[config.mk]
export PLATFORM = sky130hd
export DESIGN_NAME = ps2_ascii_decoder
export DESIGN_NICKNAME = d
export VERILOG_FILES = /design/src/rtl/disp_kbd_pkg.sv /design/src/rtl/ps2_rx.sv /design/src/rtl/ps2_ascii_decoder.sv
export SDC_FILE = /design/constraint.sdc
export NUM_CORES = 1
export LEC_CHECK = 0
export CAP_MARGIN = 5
export CORE_MARGIN = 2
export CORE_UTILIZATION = 35
export DETAILED_ROUTE_END_ITERATION = 8
export GPL_ROUTABILITY_DRIVEN = 0
export PLACE_DENSITY = 0.62
export SLEW_MARGIN = 10
export SYNTH_ARGS = -nofsm -noshare
export SYNTH_HDL_FRONTEND = slang
export SYNTH_SLANG_ARGS = --single-unit
[constraint.sdc]
create_clock -name clk_pix -period 3.9 [get_ports clk_pix]
set_input_delay 0.975 -clock clk_pix [delete_from_list [all_inputs] [get_ports clk_pix]]
set_output_delay 0.975 -clock clk_pix [all_outputs]
set_load 0.01 [all_outputs]
[src/rtl/disp_kbd_pkg.sv]
// Shared constants for the PS/2 keyboard front end: set-2 scan codes, the
// control codes the display buffer understands, and the receiver state type.
package disp_kbd_pkg;

    localparam logic [7:0] SC_EXT    = 8'hE0;
    localparam logic [7:0] SC_BRK    = 8'hF0;
    localparam logic [7:0] SC_LSHIFT = 8'h12;
    localparam logic [7:0] SC_RSHIFT = 8'h59;
    localparam logic [7:0] SC_CAPS   = 8'h58;
    localparam logic [7:0] SC_ENTER  = 8'h5A;
    localparam logic [7:0] SC_BS     = 8'h66;
    localparam logic [7:0] SC_ESC    = 8'h76;
    localparam logic [7:0] SC_SPACE  = 8'h29;
    localparam logic [7:0] SC_UP     = 8'h75;
    localparam logic [7:0] SC_DOWN   = 8'h72;
    localparam logic [7:0] SC_LEFT   = 8'h6B;
    localparam logic [7:0] SC_RIGHT  = 8'h74;

    localparam logic [7:0] ASC_LEFT   = 8'h11;
    localparam logic [7:0] ASC_RIGHT  = 8'h14;
    localparam logic [7:0] ASC_UP     = 8'h12;
    localparam logic [7:0] ASC_DOWN   = 8'h13;
    localparam logic [7:0] ASC_ENTER  = 8'h0D;
    localparam logic [7:0] ASC_BS     = 8'h7F;
    localparam logic [7:0] ASC_CLR    = 8'h02;
    localparam logic [7:0] ASC_CURSOR = 8'h7F;

    typedef enum logic [1:0] {
        RX_IDLE,
        RX_DATA,
        RX_PARITY,
        RX_STOP
    } rx_state_t;

endpackage

[src/rtl/ps2_rx.sv]
// PS/2 frame receiver: synchronisers, clock-line glitch filter, frame FSM and
// mid-frame timeout. Define PS2_PARITY_CHECK_EN to reject bytes with bad odd parity.
module ps2_rx
    import disp_kbd_pkg::*;
#(
    parameter int FILTER_LEN     = 8,
    parameter int TIMEOUT_CYCLES = 25000
) (
    input  logic       clk_pix,
    input  logic       rst_n,
    input  logic       ps2_clk,
    input  logic       ps2_data,
    output logic [7:0] o_byte,
    output logic       o_byte_vld,
    output logic       o_err
);

    localparam int FW = $clog2(FILTER_LEN + 1);
    localparam int TW = $clog2(TIMEOUT_CYCLES + 1);

    logic [1:0]    r_clk_sync;
    logic [1:0]    r_dat_sync;
    logic          r_clk_filt;
    logic [FW-1:0] r_filt_cnt;
    rx_state_t     r_state;
    logic [2:0]    r_bit_idx;
    logic [7:0]    r_shift;
    logic [TW-1:0] r_to_cnt;
`ifdef PS2_PARITY_CHECK_EN
    logic          r_parity;
`endif

    logic w_accept;
    logic w_fall;
    logic w_dat;
    logic w_timeout;
    logic w_par_ok;

    assign w_dat     = r_dat_sync[1];
    assign w_accept  = (r_clk_sync[1] != r_clk_filt) && (r_filt_cnt == FW'(FILTER_LEN - 1));
    assign w_fall    = w_accept && r_clk_filt;
    assign w_timeout = (r_state != RX_IDLE) && !w_fall && (r_to_cnt == TW'(TIMEOUT_CYCLES - 1));

`ifdef PS2_PARITY_CHECK_EN
    assign w_par_ok = ^{r_shift, r_parity};
`else
    assign w_par_ok = 1'b1;
`endif

    // Lines idle high, so the synchronisers and filter come out of reset high.
    always_ff @(posedge clk_pix or negedge rst_n) begin
        if (!rst_n) begin
            r_clk_sync <= 2'b11;
            r_dat_sync <= 2'b11;
            r_clk_filt <= 1'b1;
            r_filt_cnt <= '0;
        end else begin
            r_clk_sync <= {r_clk_sync[0], ps2_clk};
            r_dat_sync <= {r_dat_sync[0], ps2_data};
            if (r_clk_sync[1] == r_clk_filt) begin
                r_filt_cnt <= '0;
            end else if (w_accept) begin
                r_clk_filt <= r_clk_sync[1];
                r_filt_cnt <= '0;
            end else begin
                r_filt_cnt <= r_filt_cnt + 1'b1;
            end
        end
    end

    always_ff @(posedge clk_pix or negedge rst_n) begin
        if (!rst_n) begin
            r_state    <= RX_IDLE;
            r_bit_idx  <= '0;
            r_shift    <= '0;
            r_to_cnt   <= '0;
            o_byte     <= '0;
            o_byte_vld <= 1'b0;
            o_err      <= 1'b0;
`ifdef PS2_PARITY_CHECK_EN
            r_parity   <= 1'b0;
`endif
        end else begin
            o_byte_vld <= 1'b0;
            o_err      <= 1'b0;
            if (w_fall || r_state == RX_IDLE)
                r_to_cnt <= '0;
            else
                r_to_cnt <= r_to_cnt + 1'b1;

            if (w_timeout) begin
                r_state <= RX_IDLE;
                o_err   <= 1'b1;
            end else if (w_fall) begin
                case (r_state)
                    RX_IDLE: begin
                        if (!w_dat) begin
                            r_state   <= RX_DATA;
                            r_bit_idx <= '0;
                        end
                    end
                    RX_DATA: begin
                        r_shift   <= {w_dat, r_shift[7:1]};
                        r_bit_idx <= r_bit_idx + 1'b1;
                        if (r_bit_idx == 3'd7)
                            r_state <= RX_PARITY;
                    end
                    RX_PARITY: begin
`ifdef PS2_PARITY_CHECK_EN
                        r_parity <= w_dat;
`endif
                        r_state <= RX_STOP;
                    end
                    RX_STOP: begin
                        r_state <= RX_IDLE;
                        if (w_dat && w_par_ok) begin
                            o_byte     <= r_shift;
                            o_byte_vld <= 1'b1;
                        end else begin
                            o_err <= 1'b1;
                        end
                    end
                    default: r_state <= RX_IDLE;
                endcase
            end
        end
    end

endmodule

[src/rtl/ps2_ascii_decoder.sv]
// PS/2 keyboard to ASCII/control-code front end for the character display buffer.
// Build option: PS2_PARITY_CHECK_EN enables odd-parity checking in the receiver.
module ps2_ascii_decoder
    import disp_kbd_pkg::*;
#(
    parameter int FILTER_LEN     = 8,
    parameter int TIMEOUT_CYCLES = 25000,
    parameter int PULSE_LEN      = 4
) (
    input  logic       clk_pix,
    input  logic       rst_n,
    input  logic       ps2_clk,
    input  logic       ps2_data,
    output logic [7:0] ascii,
    output logic       dataReady,
    output logic       caps_led,
    output logic       frame_err
);

    localparam int CW = $clog2(2 * PULSE_LEN + 1);

    logic [7:0]    w_byte;
    logic          w_byte_vld;
    logic [7:0]    w_code;
    logic          w_prefix;
    logic          w_is_shift;
    logic          w_emit;
    logic          w_free;

    logic          r_ext;
    logic          r_brk;
    logic          r_shift;
    logic          r_caps;
    logic [CW-1:0] r_cnt;
    logic [7:0]    r_pend;
    logic          r_pend_vld;

    ps2_rx #(
        .FILTER_LEN     (FILTER_LEN),
        .TIMEOUT_CYCLES (TIMEOUT_CYCLES)
    ) u_rx (
        .clk_pix    (clk_pix),
        .rst_n      (rst_n),
        .ps2_clk    (ps2_clk),
        .ps2_data   (ps2_data),
        .o_byte     (w_byte),
        .o_byte_vld (w_byte_vld),
        .o_err      (frame_err)
    );

    assign caps_led   = r_caps;
    assign w_prefix   = (w_byte == SC_EXT) || (w_byte == SC_BRK);
    assign w_is_shift = (w_byte == SC_LSHIFT) || (w_byte == SC_RSHIFT);
    assign w_emit     = w_byte_vld && !w_prefix && !r_brk && (w_code != 8'h00);
    assign w_free     = (r_cnt == '0);

    // A zero code means "unmapped"; letters are produced lowercase and folded afterwards.
    always_comb begin
        w_code = 8'h00;
        if (r_ext) begin
            case (w_byte)
                SC_UP:    w_code = ASC_UP;
                SC_DOWN:  w_code = ASC_DOWN;
                SC_LEFT:  w_code = ASC_LEFT;
                SC_RIGHT: w_code = ASC_RIGHT;
                default:  w_code = 8'h00;
            endcase
        end else begin
            case (w_byte)
                8'h1C: w_code = "a";  8'h32: w_code = "b";  8'h21: w_code = "c";
                8'h23: w_code = "d";  8'h24: w_code = "e";  8'h2B: w_code = "f";
                8'h34: w_code = "g";  8'h33: w_code = "h";  8'h43: w_code = "i";
                8'h3B: w_code = "j";  8'h42: w_code = "k";  8'h4B: w_code = "l";
                8'h3A: w_code = "m";  8'h31: w_code = "n";  8'h44: w_code = "o";
                8'h4D: w_code = "p";  8'h15: w_code = "q";  8'h2D: w_code = "r";
                8'h1B: w_code = "s";  8'h2C: w_code = "t";  8'h3C: w_code = "u";
                8'h2A: w_code = "v";  8'h1D: w_code = "w";  8'h22: w_code = "x";
                8'h35: w_code = "y";  8'h1A: w_code = "z";
                8'h45: w_code = "0";  8'h16: w_code = "1";  8'h1E: w_code = "2";
                8'h26: w_code = "3";  8'h25: w_code = "4";  8'h2E: w_code = "5";
                8'h36: w_code = "6";  8'h3D: w_code = "7";  8'h3E: w_code = "8";
                8'h46: w_code = "9";
                SC_SPACE: w_code = 8'h20;
                SC_ENTER: w_code = ASC_ENTER;
                SC_BS:    w_code = ASC_BS;
                SC_ESC:   w_code = ASC_CLR;
                default:  w_code = 8'h00;
            endcase
            if (w_code >= "a" && w_code <= "z" && (r_shift ^ r_caps))
                w_code = w_code - 8'h20;
        end
    end

    always_ff @(posedge clk_pix or negedge rst_n) begin
        if (!rst_n) begin
            r_ext   <= 1'b0;
            r_brk   <= 1'b0;
            r_shift <= 1'b0;
            r_caps  <= 1'b0;
        end else if (w_byte_vld) begin
            if (w_byte == SC_EXT) begin
                r_ext <= 1'b1;
            end else if (w_byte == SC_BRK) begin
                r_brk <= 1'b1;
            end else begin
                r_ext <= 1'b0;
                r_brk <= 1'b0;
                if (r_brk) begin
                    if (w_is_shift)
                        r_shift <= 1'b0;
                end else begin
                    if (w_is_shift)
                        r_shift <= 1'b1;
                    if (w_byte == SC_CAPS)
                        r_caps <= ~r_caps;
                end
            end
        end
    end

    // r_cnt spans the pulse plus its gap; ascii only reloads once it has run down.
    always_ff @(posedge clk_pix or negedge rst_n) begin
        if (!rst_n) begin
            ascii      <= 8'h00;
            dataReady  <= 1'b0;
            r_cnt      <= '0;
            r_pend     <= 8'h00;
            r_pend_vld <= 1'b0;
        end else begin
            dataReady <= (r_cnt > CW'(PULSE_LEN));
            if (w_free && (r_pend_vld || w_emit)) begin
                ascii      <= r_pend_vld ? r_pend : w_code;
                r_cnt      <= CW'(2 * PULSE_LEN);
                r_pend     <= w_code;
                r_pend_vld <= r_pend_vld && w_emit;
            end else begin
                if (!w_free)
                    r_cnt <= r_cnt - 1'b1;
                if (w_emit && !r_pend_vld) begin
                    r_pend     <= w_code;
                    r_pend_vld <= 1'b1;
                end
            end
        end
    end

endmodule

# After elaboration in Yosys (flattened, before gate mapping)
# Memory sizes are Yosys's and may differ from the RTL's.
# Cells that the tools add are included.
# classes
add_sub_neg	5
n_bitwise	7
reduce_logical	36
mux	36
order_cmp	3
eq_ne	22
# ops
operator	n
2-to-1 mux 8 bit	7
equality test 8 x 7 -> 1 bit, second input constant	6
case mux 5 bit (4 select lines)	1
equality test 8 bit, second input constant	2
2-to-1 mux 1 bit	16
2-to-1 mux 4 bit	4
adder 15 x 1 -> 15 bit, second input constant	1
equality test 15 bit, second input constant	1
2-to-1 mux 15 bit	1
logical AND 1 bit	12
AND reduction 4 bit	3
equality test 8 x 5 -> 1 bit, second input constant	1
greater-or-equal comparator 8 x 7 -> 1 bit, second input constant	1
less-or-equal comparator 8 x 7 -> 1 bit, second input constant	1
2-to-1 mux 2 bit	4
case mux 2 bit (4 select lines)	1
nonzero test 2 bit	4
nonzero test 8 bit	1
subtractor 8 x 6 -> 8 bit, second input constant	1
inverter 1 bit	6
case mux 3 bit (2 select lines)	1
AND reduction 2 bit	3
AND reduction 3 bit	2
AND reduction 5 bit	1
20 further kinds	28
# totals
mem_bits_ro	896
elab_cells	130
output_inout_bits	11
mem_count	1
regBits	73
# mem_list
name	depth	word_bits	rd	rd_clocked_by_memory_dff	write_ports	line	rtl
(name not given)	128	7	1	0	0	ps2_ascii_decoder.sv:69	case (w_byte)

# Depth between registers and ports, before layout
# Gate-level depths: netlist of the first run.
# An unclocked memory read counts as a cell.
# depth
word_depth	13
mapped_depth	13
depth_no_buf	11

# By module
# Synthesis of the first run repeated with hierarchy kept, for this count alone.
# hier_totals
cells_unflattened	461
area_unflattened_um2	4541.9
# by_module_without_submodules
module	instances	cells_each	area_per_inst_um2	seq_area_each_um2
ps2_ascii_decoder	1	283	2429.8	650.6
ps2_rx	1	178	2112.0	1182.4

# Worst setup path before layout of the first run
# OpenSTA, ideal clock, no wires.
# synth_timing
kind	reg-to-reg
startpoint	reg u_rx.o_byte[1]
endpoint	reg ascii[0]
required_ns	3.775
setup_time_ns	0.125
stages_incl_launch_ff	13
arrival_ns	3.207
slack_ns	0.568
n_path_buf	1
path_cell_list	dfrtp_1 -> inv_1 -> ha_1 -> clkbuf_1 -> nor3b_2 -> nor3_1 -> o31ai_1 -> o21ai_1 -> mux2_2 -> or4_4 -> o31a_4 -> o21ai_4 -> mux2_4
# synth_between
elab_chain_cells	12
elab_cells_between_ends	26
cone_classes	add/sub (1); order compare (2); eq/ne (6); mux (6); reduce/logical (10); memory (1)
# synth_lines
item	line	rtl
from (decl)	ps2_rx.sv:13	output logic [7:0] o_byte,
from (signal assigned)	ps2_rx.sv:117	o_byte <= r_shift;
memory read (128 x 7 bit)	--	
2-to-1 mux 8 bit	ps2_ascii_decoder.sv:69	
2-to-1 mux 8 bit	ps2_ascii_decoder.sv:60	if (r_ext) begin
greater-or-equal comparator 8 x 7 -> 1 bit / less-or-equal comparator 8 x 7 -> 1 bit (equally long branches)	ps2_ascii_decoder.sv:89	if (w_code >= "a" && w_code <= "z" && (r_shift ^ r_caps))
logical AND 1 bit (2 in series)	ps2_ascii_decoder.sv:89	
2-to-1 mux 8 bit	ps2_ascii_decoder.sv:89	
2-to-1 mux 8 bit	ps2_ascii_decoder.sv:60	
nonzero test 8 bit	ps2_ascii_decoder.sv:54	assign w_emit = w_byte_vld && !w_prefix && !r_brk && (w_code != 8'h00);
logical AND 1 bit	ps2_ascii_decoder.sv:54	
logical OR 1 bit	ps2_ascii_decoder.sv:131	if (w_free && (r_pend_vld || w_emit)) begin
logical AND 1 bit	ps2_ascii_decoder.sv:131	
to (signal assigned)	ps2_ascii_decoder.sv:132	ascii <= r_pend_vld ? r_pend : w_code;
to (decl)	ps2_ascii_decoder.sv:14	output logic [7:0] ascii,
# Parallel ways exist; a longest one is shown, timed or not. The select of a mux whose other input is x is not followed.
# A chain may end at the register's enable or synchronous reset.

# Worst setup path in the final report of the first run
# layout_timing
startpoint	reg u_rx.o_byte[1]
endpoint	reg ascii[1]
# Same word-level chain as after synthesis.

==> results of run 1 <==
## routing by layer
metal / vias to the layer above / GRT usage
li1: 1678 / -
met1: 1647 / 0.1955
met2: 117 / 0.2417
met3: 22 / 0.03818
met4: 0 / 0.06587
met5: - / 0
## layout by cell type (no fill, tap or decap), types with 4 or more instances in the layout
cell,count
xnor2_1,7
and3_1,4
a211oi_1,5
nand2b_1,10
inv_1,17
o22ai_1,4
o21ai_0,22
nor2_1,37
a21oi_1,24
mux2_4,15
dfstp_2,5
ha_1,18
nor3_1,12
a31oi_1,5
nor2b_1,4
xor2_1,8
clkdlybuf4s50_1,13
nand2_1,65
o31ai_1,4
clkbuf_16,9
dfrtp_1,68
nand4_1,4
buf_4,8
o211ai_1,5
a21boi_0,4
or3_1,4
nand3b_1,6
nand3_1,21
o21a_1,4
mux2_2,13
## sequential cells by signal (all words and copies together), names as in the netlist, 2 cells and up
name	cells
u_rx.o_byte	8
u_rx.r_state	2
ascii	8
u_rx.r_filt_cnt	4
u_rx.r_to_cnt	15
u_rx.r_dat_sync	2
u_rx.r_clk_sync	2
r_cnt	4
u_rx.r_shift	8
u_rx.r_bit_idx	3
r_pend	8
## report_power, final
group	switching [mW]	internal [mW]	leakage (nW)
Combinational	0.0340	0.0231	1.04
Sequential	0.0135	0.782	1.00
Clock	0.318	0.513	0.141
## cell usage after synthesis, types with 4 or more instances
library cell / n
a21boi_0: 4
mux2_2: 13
xnor2_1: 7
buf_2: 10
nor2_1: 37
inv_1: 17
dfstp_2: 5
a21oi_1: 24
or3_1: 4
and3_1: 4
nand3b_1: 6
nand2_1: 65
mux2_4: 15
clkbuf_1: 11
xor2_1: 8
a211oi_1: 5
a31oi_1: 5
nand2b_1: 10
nor3_1: 12
o211ai_1: 5
o21ai_0: 22
nand4_1: 4
o22ai_1: 4
o21a_1: 4
ha_1: 18
dfrtp_1: 68
o31ai_1: 4
nor2b_1: 4
nand3_1: 21
## path summary, 6_finish.rpt
kind / from / to / slack [ns] / depth (start not counted)
max: u_rx.o_byte[1] / ascii[1] / 0.26 / 11
min reg2reg: u_rx.r_dat_sync[0] / u_rx.r_dat_sync[1] / 0.36 / 0
min in group asynchronous: rst_n / caps_led / 0.76 / 1
min: u_rx.r_dat_sync[0] / u_rx.r_dat_sync[1] / 0.36 / 0
max in group asynchronous: rst_n / u_rx.o_byte[2] / 2.53 / 1
max reg2reg: u_rx.o_byte[1] / ascii[1] / 0.26 / 11
## critical path, stage by stage, from the launching register on
cell and delay, ns:
dfrtp_1 0.52, inv_1 0.16, ha_1 0.34, nor3b_2 0.25, nor3_1 0.07, o31ai_1 0.20, o21ai_1 0.14, mux2_2 0.31
or4_4 0.49, o31a_4 0.33, o21ai_4 0.36, mux2_4 0.34
## through the flow
| step | hold slack, ns | instance area [um2] |
|---|---|---|
| CTS | 0.3562 | 4996 |
| finish | 0.3553 | 4996 |
| global route | 0.3590 | 4996 |
| detailed placement | 0.3479 | 4691 |
| floorplan | 0.3452 | 4393 |
| global placement | 0.3463 | 4691 |
## kinds of logic after synthesis
| kind of cell | count (synthesis) | synth area share |
|---|---|---|
| adder cells (fa/ha/maj) | 18 | 0.05127 |
| buffers and inverters | 41 | 0.03959 |
| AO/OA/AOI/OAI | 104 | 0.1644 |
| multiplexers | 31 | 0.09143 |
| flip-flops | 73 | 0.4173 |
| AND/OR/NAND/NOR | 185 | 0.2062 |
| XOR/XNOR | 15 | 0.02991 |
## area by class of cell
class,count,share of cell area
Sequential cell,73,0.3669
Inverter,19,0.01427
Clock buffer,10,0.04783
Clock inverter,6,0.01327
Multi-Input combinational cell,353,0.4776
Timing Repair Buffer,21,0.03807
Tap cell,168,0.04207
==> impl_results.md, run 1 <==
- Status: finished clean
- Post-synth cell types: 63
- Share of layout cells above drive strength 1: 0.1432
- Detail Route met3 WL: 559 um
- Clk_lat worst skew: 0.34 ns
- Syn Area/Cell: 9.407 um2
- Multi-input gate area: 0.002386 mm2
- Rows: 40
- First-pass GRT wire length: 16390 um
- YS warnings: 0
- Routed wl met2: 4338 um
- Area growth syn-to-layout: 13.73%
- Routed WL per cell: 14.34 um
- Worst VDD drop: 0.2413 mV
- Hold Path Class: flip-flop to flip-flop
- Die H: 116.0 um
- Diodes inserted: 0
- Post-synth EDFFs: 0
- Pwr Total: 1.683 mW
- Final setup viols: 0
- CTS buffer count: 9
- Worst-path maximum fanout: 11
- CTS tree: built
- Final Non-Filler Cells: 650
- Final hold violation count: 0
- Synth Register Bits: 73
- Final ANT Viol Nets: 0
- Post-Syn Nets: 489
- Core area: 0.01211 mm2
- Hold buffer count at cts: 0
- Drt pass-1 iters: 5
- Initial DRC Count: 226
- Top layer used by detailed routing: met4
- Cell taking the most area after synthesis: dfrtp_1
- Die width: 116.0 um
- Commonest register cell after synthesis: dfrtp_1
- Skew final: 0.007557 ns
- CTS HTree Levels: 3
- Final wirelength: 9321 um
- IO Pins: 15
- Pleak: 2.186 nW
- Crit path time final: 3.644 ns
- Fmax: 274.4 MHz
- Slew margin rel.: 0.3861
- Vias in the first global route: 3434
- Share of flip-flops with an asynchronous set or reset: 1.000
- Startpoint types: flip-flop
- Pin count of the biggest net entering global routing: 74
- Mapped Area: 0.004393 mm2
- DRT met1 WL: 4218 um
- # fillers: 1186
- Worst Path Arrival: 3.86 ns
- Fin crit share: 0.9344
- CP endpoint kind: flip-flop
- Starting Density: 0.3627
- DP Cell Count: 634
- Mapped Cells: 467
- Via/cell ratio: 5.329
- Port Buffers: 14
- Vias: 3464
- PwrDens: 336.9 mW/mm2
- Sequential cell area: 0.001833 mm2
- DRC viols: 0
- Worst-Margin Slew: 0.9208 ns
- Setup CP Type: flip-flop to flip-flop
- Nets: 499
- Clock tree buffer depth: 2
- Die area: 0.01346 mm2
- RSZ-0062 raised after global routing: false
- DPL Wire Length: 6499 um
- Setup bufs post-CTS: 0
- GRT overflow: 0
- Total track usage: 0.1515
- Synth top area cells: dfrtp_1, nand2_1, ha_1
- Synth top area share: 0.3874
- Final slew viol count: 0
- Post-synthesis sequential area ratio: 0.4173
- Critical Path RT: 4.12 ns
- Post-CTS sizing: 0
- Antenna violations before repair: 0
- Root Buffer: clkbuf_16
- Post-route worst setup slack: 0.2558 ns
- Clock tree sinks: 73
- Max cap viols: 0
- Clock Pin Slew Worst Setup and Hold Paths: 0.06 ns
- Final core occ: 0.4125
- Final setup TNS: 0 ns
- Placement Setup Slack: 0.2730 ns
Power figures use the tool's default switching activity.
==> run 2, diff against run 1 <==
--- a/config.mk
+++ b/config.mk
@@ -5,12 +5,13 @@
 export SDC_FILE = /design/constraint.sdc
 export NUM_CORES = 1
 export LEC_CHECK = 0
-export CAP_MARGIN = 5
+export CAP_MARGIN = 20
 export CORE_MARGIN = 2
 export CORE_UTILIZATION = 35
 export DETAILED_ROUTE_END_ITERATION = 8
 export GPL_ROUTABILITY_DRIVEN = 0
 export PLACE_DENSITY = 0.62
+export SETUP_SLACK_MARGIN = 0.4
 export SLEW_MARGIN = 10
 export SYNTH_ARGS = -nofsm -noshare
 export SYNTH_HDL_FRONTEND = slang
==> constraint.sdc (replaced) <==
create_clock -name clk_pix -period 3.9 [get_ports clk_pix]
set_input_delay 0.975 -clock clk_pix [delete_from_list [all_inputs] [get_ports clk_pix]]
set_output_delay 0.975 -clock clk_pix [all_outputs]
set_load 0.005 [all_outputs]
==> impl_results.md, run 2 (synthesis gave the netlist of run 1 again) <==
- Slew margin rel.: 0.3860
- Die H: 116.0 um
- Vias: 3523
- Net Sw Power: 0.3672 mW
- Clock Pin Slew Worst Setup and Hold Paths: 0.06 ns
- Vias in the first global route: 3460
- Crit path time final: 3.356 ns
- PwrDens: 331.5 mW/mm2
- Critical Path Sink: ascii[5]
- Startpoint types: flip-flop
- Flop pwr share: 0.472
- Most common cell after layout, fill and taps aside: dfrtp_1
- Final slew viol count: 0
- Power share of the combinational group: 0.034
- Max reg flops: 15
- Final ANT Viol Nets: 0
- Sw frac: 0.2179
- RSZ-0062 raised after global routing: false
- Pleak: 2.215 nW
- First-pass GRT wire length: 16560 um
- # fillers: 1188
- Drt pass-1 iters: 9
- Clock tree sinks: 73
- Worst-Margin Slew: 0.9210 ns
- Pint: 1.318 mW
- Worst VDD drop: 0.2412 mV
- Worst Path Arrival: 3.57 ns
- Final setup viols: 0
- Setup CP Type: flip-flop to flip-flop
- Nets: 505
- Clock Power Share: 0.494
- Root Buffer: clkbuf_16
- Port Buffers: 14
- Initial DRC Count: 236
- Critical Path RT: 4.12 ns
- Final hold violation count: 0
- Pin count of the biggest net entering global routing: 74
- Via/cell ratio: 5.370
- Die area: 0.01346 mm2
- Total track usage: 0.1529
- Fin crit share: 0.8606
- Antenna violations before repair: 0
- FF-to-FF End: ascii[5]
- Hold buffer count at cts: 0
- Skew final: 0.006788 ns
- Worst-path maximum fanout: 11
- Final wirelength: 9371 um
- R2R depth: 12
- Fmax: 298.0 MHz
- Top reg by flops: u_rx.r_to_cnt
- CTS HTree Levels: 3
- Final setup TNS: 0 ns
- Rows: 40
- Die width: 116.0 um
- Most frequent cells in the layout: dfrtp_1, nand2_1, nor2_1, a21oi_1, o21ai_0
- GRT overflow: 0
- CP endpoint kind: flip-flop
- Pwr Total: 1.685 mW
- Reg2reg setup slack: 0.54 ns
- Area growth syn-to-layout: 15.69%
- CTS buffer count: 9
- Diodes inserted: 0
- IO Pins: 15
- Max cap viols: 0
- CTS tree: built
- Share of layout cells above drive strength 1: 0.1762
- DRC viols: 0
- CP Launch Point: u_rx.o_byte[1]
- Hold Path Class: flip-flop to flip-flop
- Routed WL per cell: 14.29 um
- DPL Wire Length: 6499 um
- Status: finished clean
- Clock tree buffer depth: 2
- Worst r2r src: u_rx.o_byte[1]
- Starting Density: 0.3627
- Core area: 0.01211 mm2
- Clk_lat worst skew: 0.34 ns
[run 2: cell types whose count changed in the layout (fill, tap and decap cells not counted), moves of 3 or more]
cell / change
ha_2: +3
dfrtp_1: -3
dfrtp_2: +3
ha_1: -3
buf_4: +5
[run 2: timing repair]
item | 4_1_cts | 5_1_grt
gates resized for setup | 1 | 10
endpoints found under the setup margin | 15 | 17
pin swaps | 3 | 0
setup buffers | 5 | 1
[run 2: how the worst min path moves through the flow]
stage	startpoint	end	depth (start not counted)
5_1_grt	u_rx.r_dat_sync[0]	u_rx.r_dat_sync[1]	0
3_3_place_gp	u_rx.r_clk_sync[0]	u_rx.r_clk_sync[1]	0
4_1_cts	u_rx.r_dat_sync[0]	u_rx.r_dat_sync[1]	0
3_5_place_dp	u_rx.r_dat_sync[0]	u_rx.r_dat_sync[1]	0
2_1_floorplan	u_rx.r_clk_sync[0]	u_rx.r_clk_sync[1]	0
6_report	u_rx.r_dat_sync[0]	u_rx.r_dat_sync[1]	0
[run 2: critical path, cell delays in order (launching register included)]
cell and delay [ns]:
dfrtp_2 0.47, inv_2 0.11, ha_2 0.31, nand2_1 0.12, a21oi_1 0.08, a311oi_1 0.25
o21ai_1 0.13, mux2_2 0.31, or4_4 0.50, o31a_4 0.33, o21ai_4 0.18, buf_12 0.15
mux2_4 0.30
[run 2: metal layers]
| layer | vias up | wire [um] | global-route usage |
|---|---|---|---|
| li1 | 1683 | - | - |
| met1 | 1680 | 4215 | 0.1958 |
| met2 | 131 | 4399 | 0.2472 |
| met3 | 29 | 512 | 0.03818 |
| met4 | 0 | 244 | 0.06429 |
| met5 | - | 0 | 0 |
[run 2: area by class of cell]
class,instances,area [um2],share of cell area
repair buffers,27,247.7,0.04874
well taps,168,210.2,0.04136
inverters,19,71.32,0.01403
clock inverters,6,66.31,0.01305
clock buffers,10,239.0,0.04702
flip-flops and latches,73,1837,0.3614
multi-input cells,353,2411,0.4744
[run 2: power groups by stage]
stage          logic (mW)  clock network [mW]  registers [mW]
3_5_place_dp       0.0593                   0           0.808
6_report           0.0571               0.833           0.795
2_1_floorplan      0.0336                   0           0.806
5_1_grt            0.0670               0.892           0.799
3_3_place_gp       0.0552                   0           0.808
4_1_cts            0.0601               0.860           0.795
[run 2: stage by stage]
step                utilization  cells  instance area (um2)  hold WS (ns)  setup slack, ns
global placement         0.3873    634                 4691        0.3463           0.3852
CTS                      0.4167    655                 5047        0.3562           0.4494
detailed placement       0.3873    634                 4691        0.3479           0.2730
finish                   0.4196    656                 5082        0.3557           0.5437
global route             0.4196    656                 5082        0.3590           0.4018
floorplan                     -    467                 4393        0.3452           0.5684
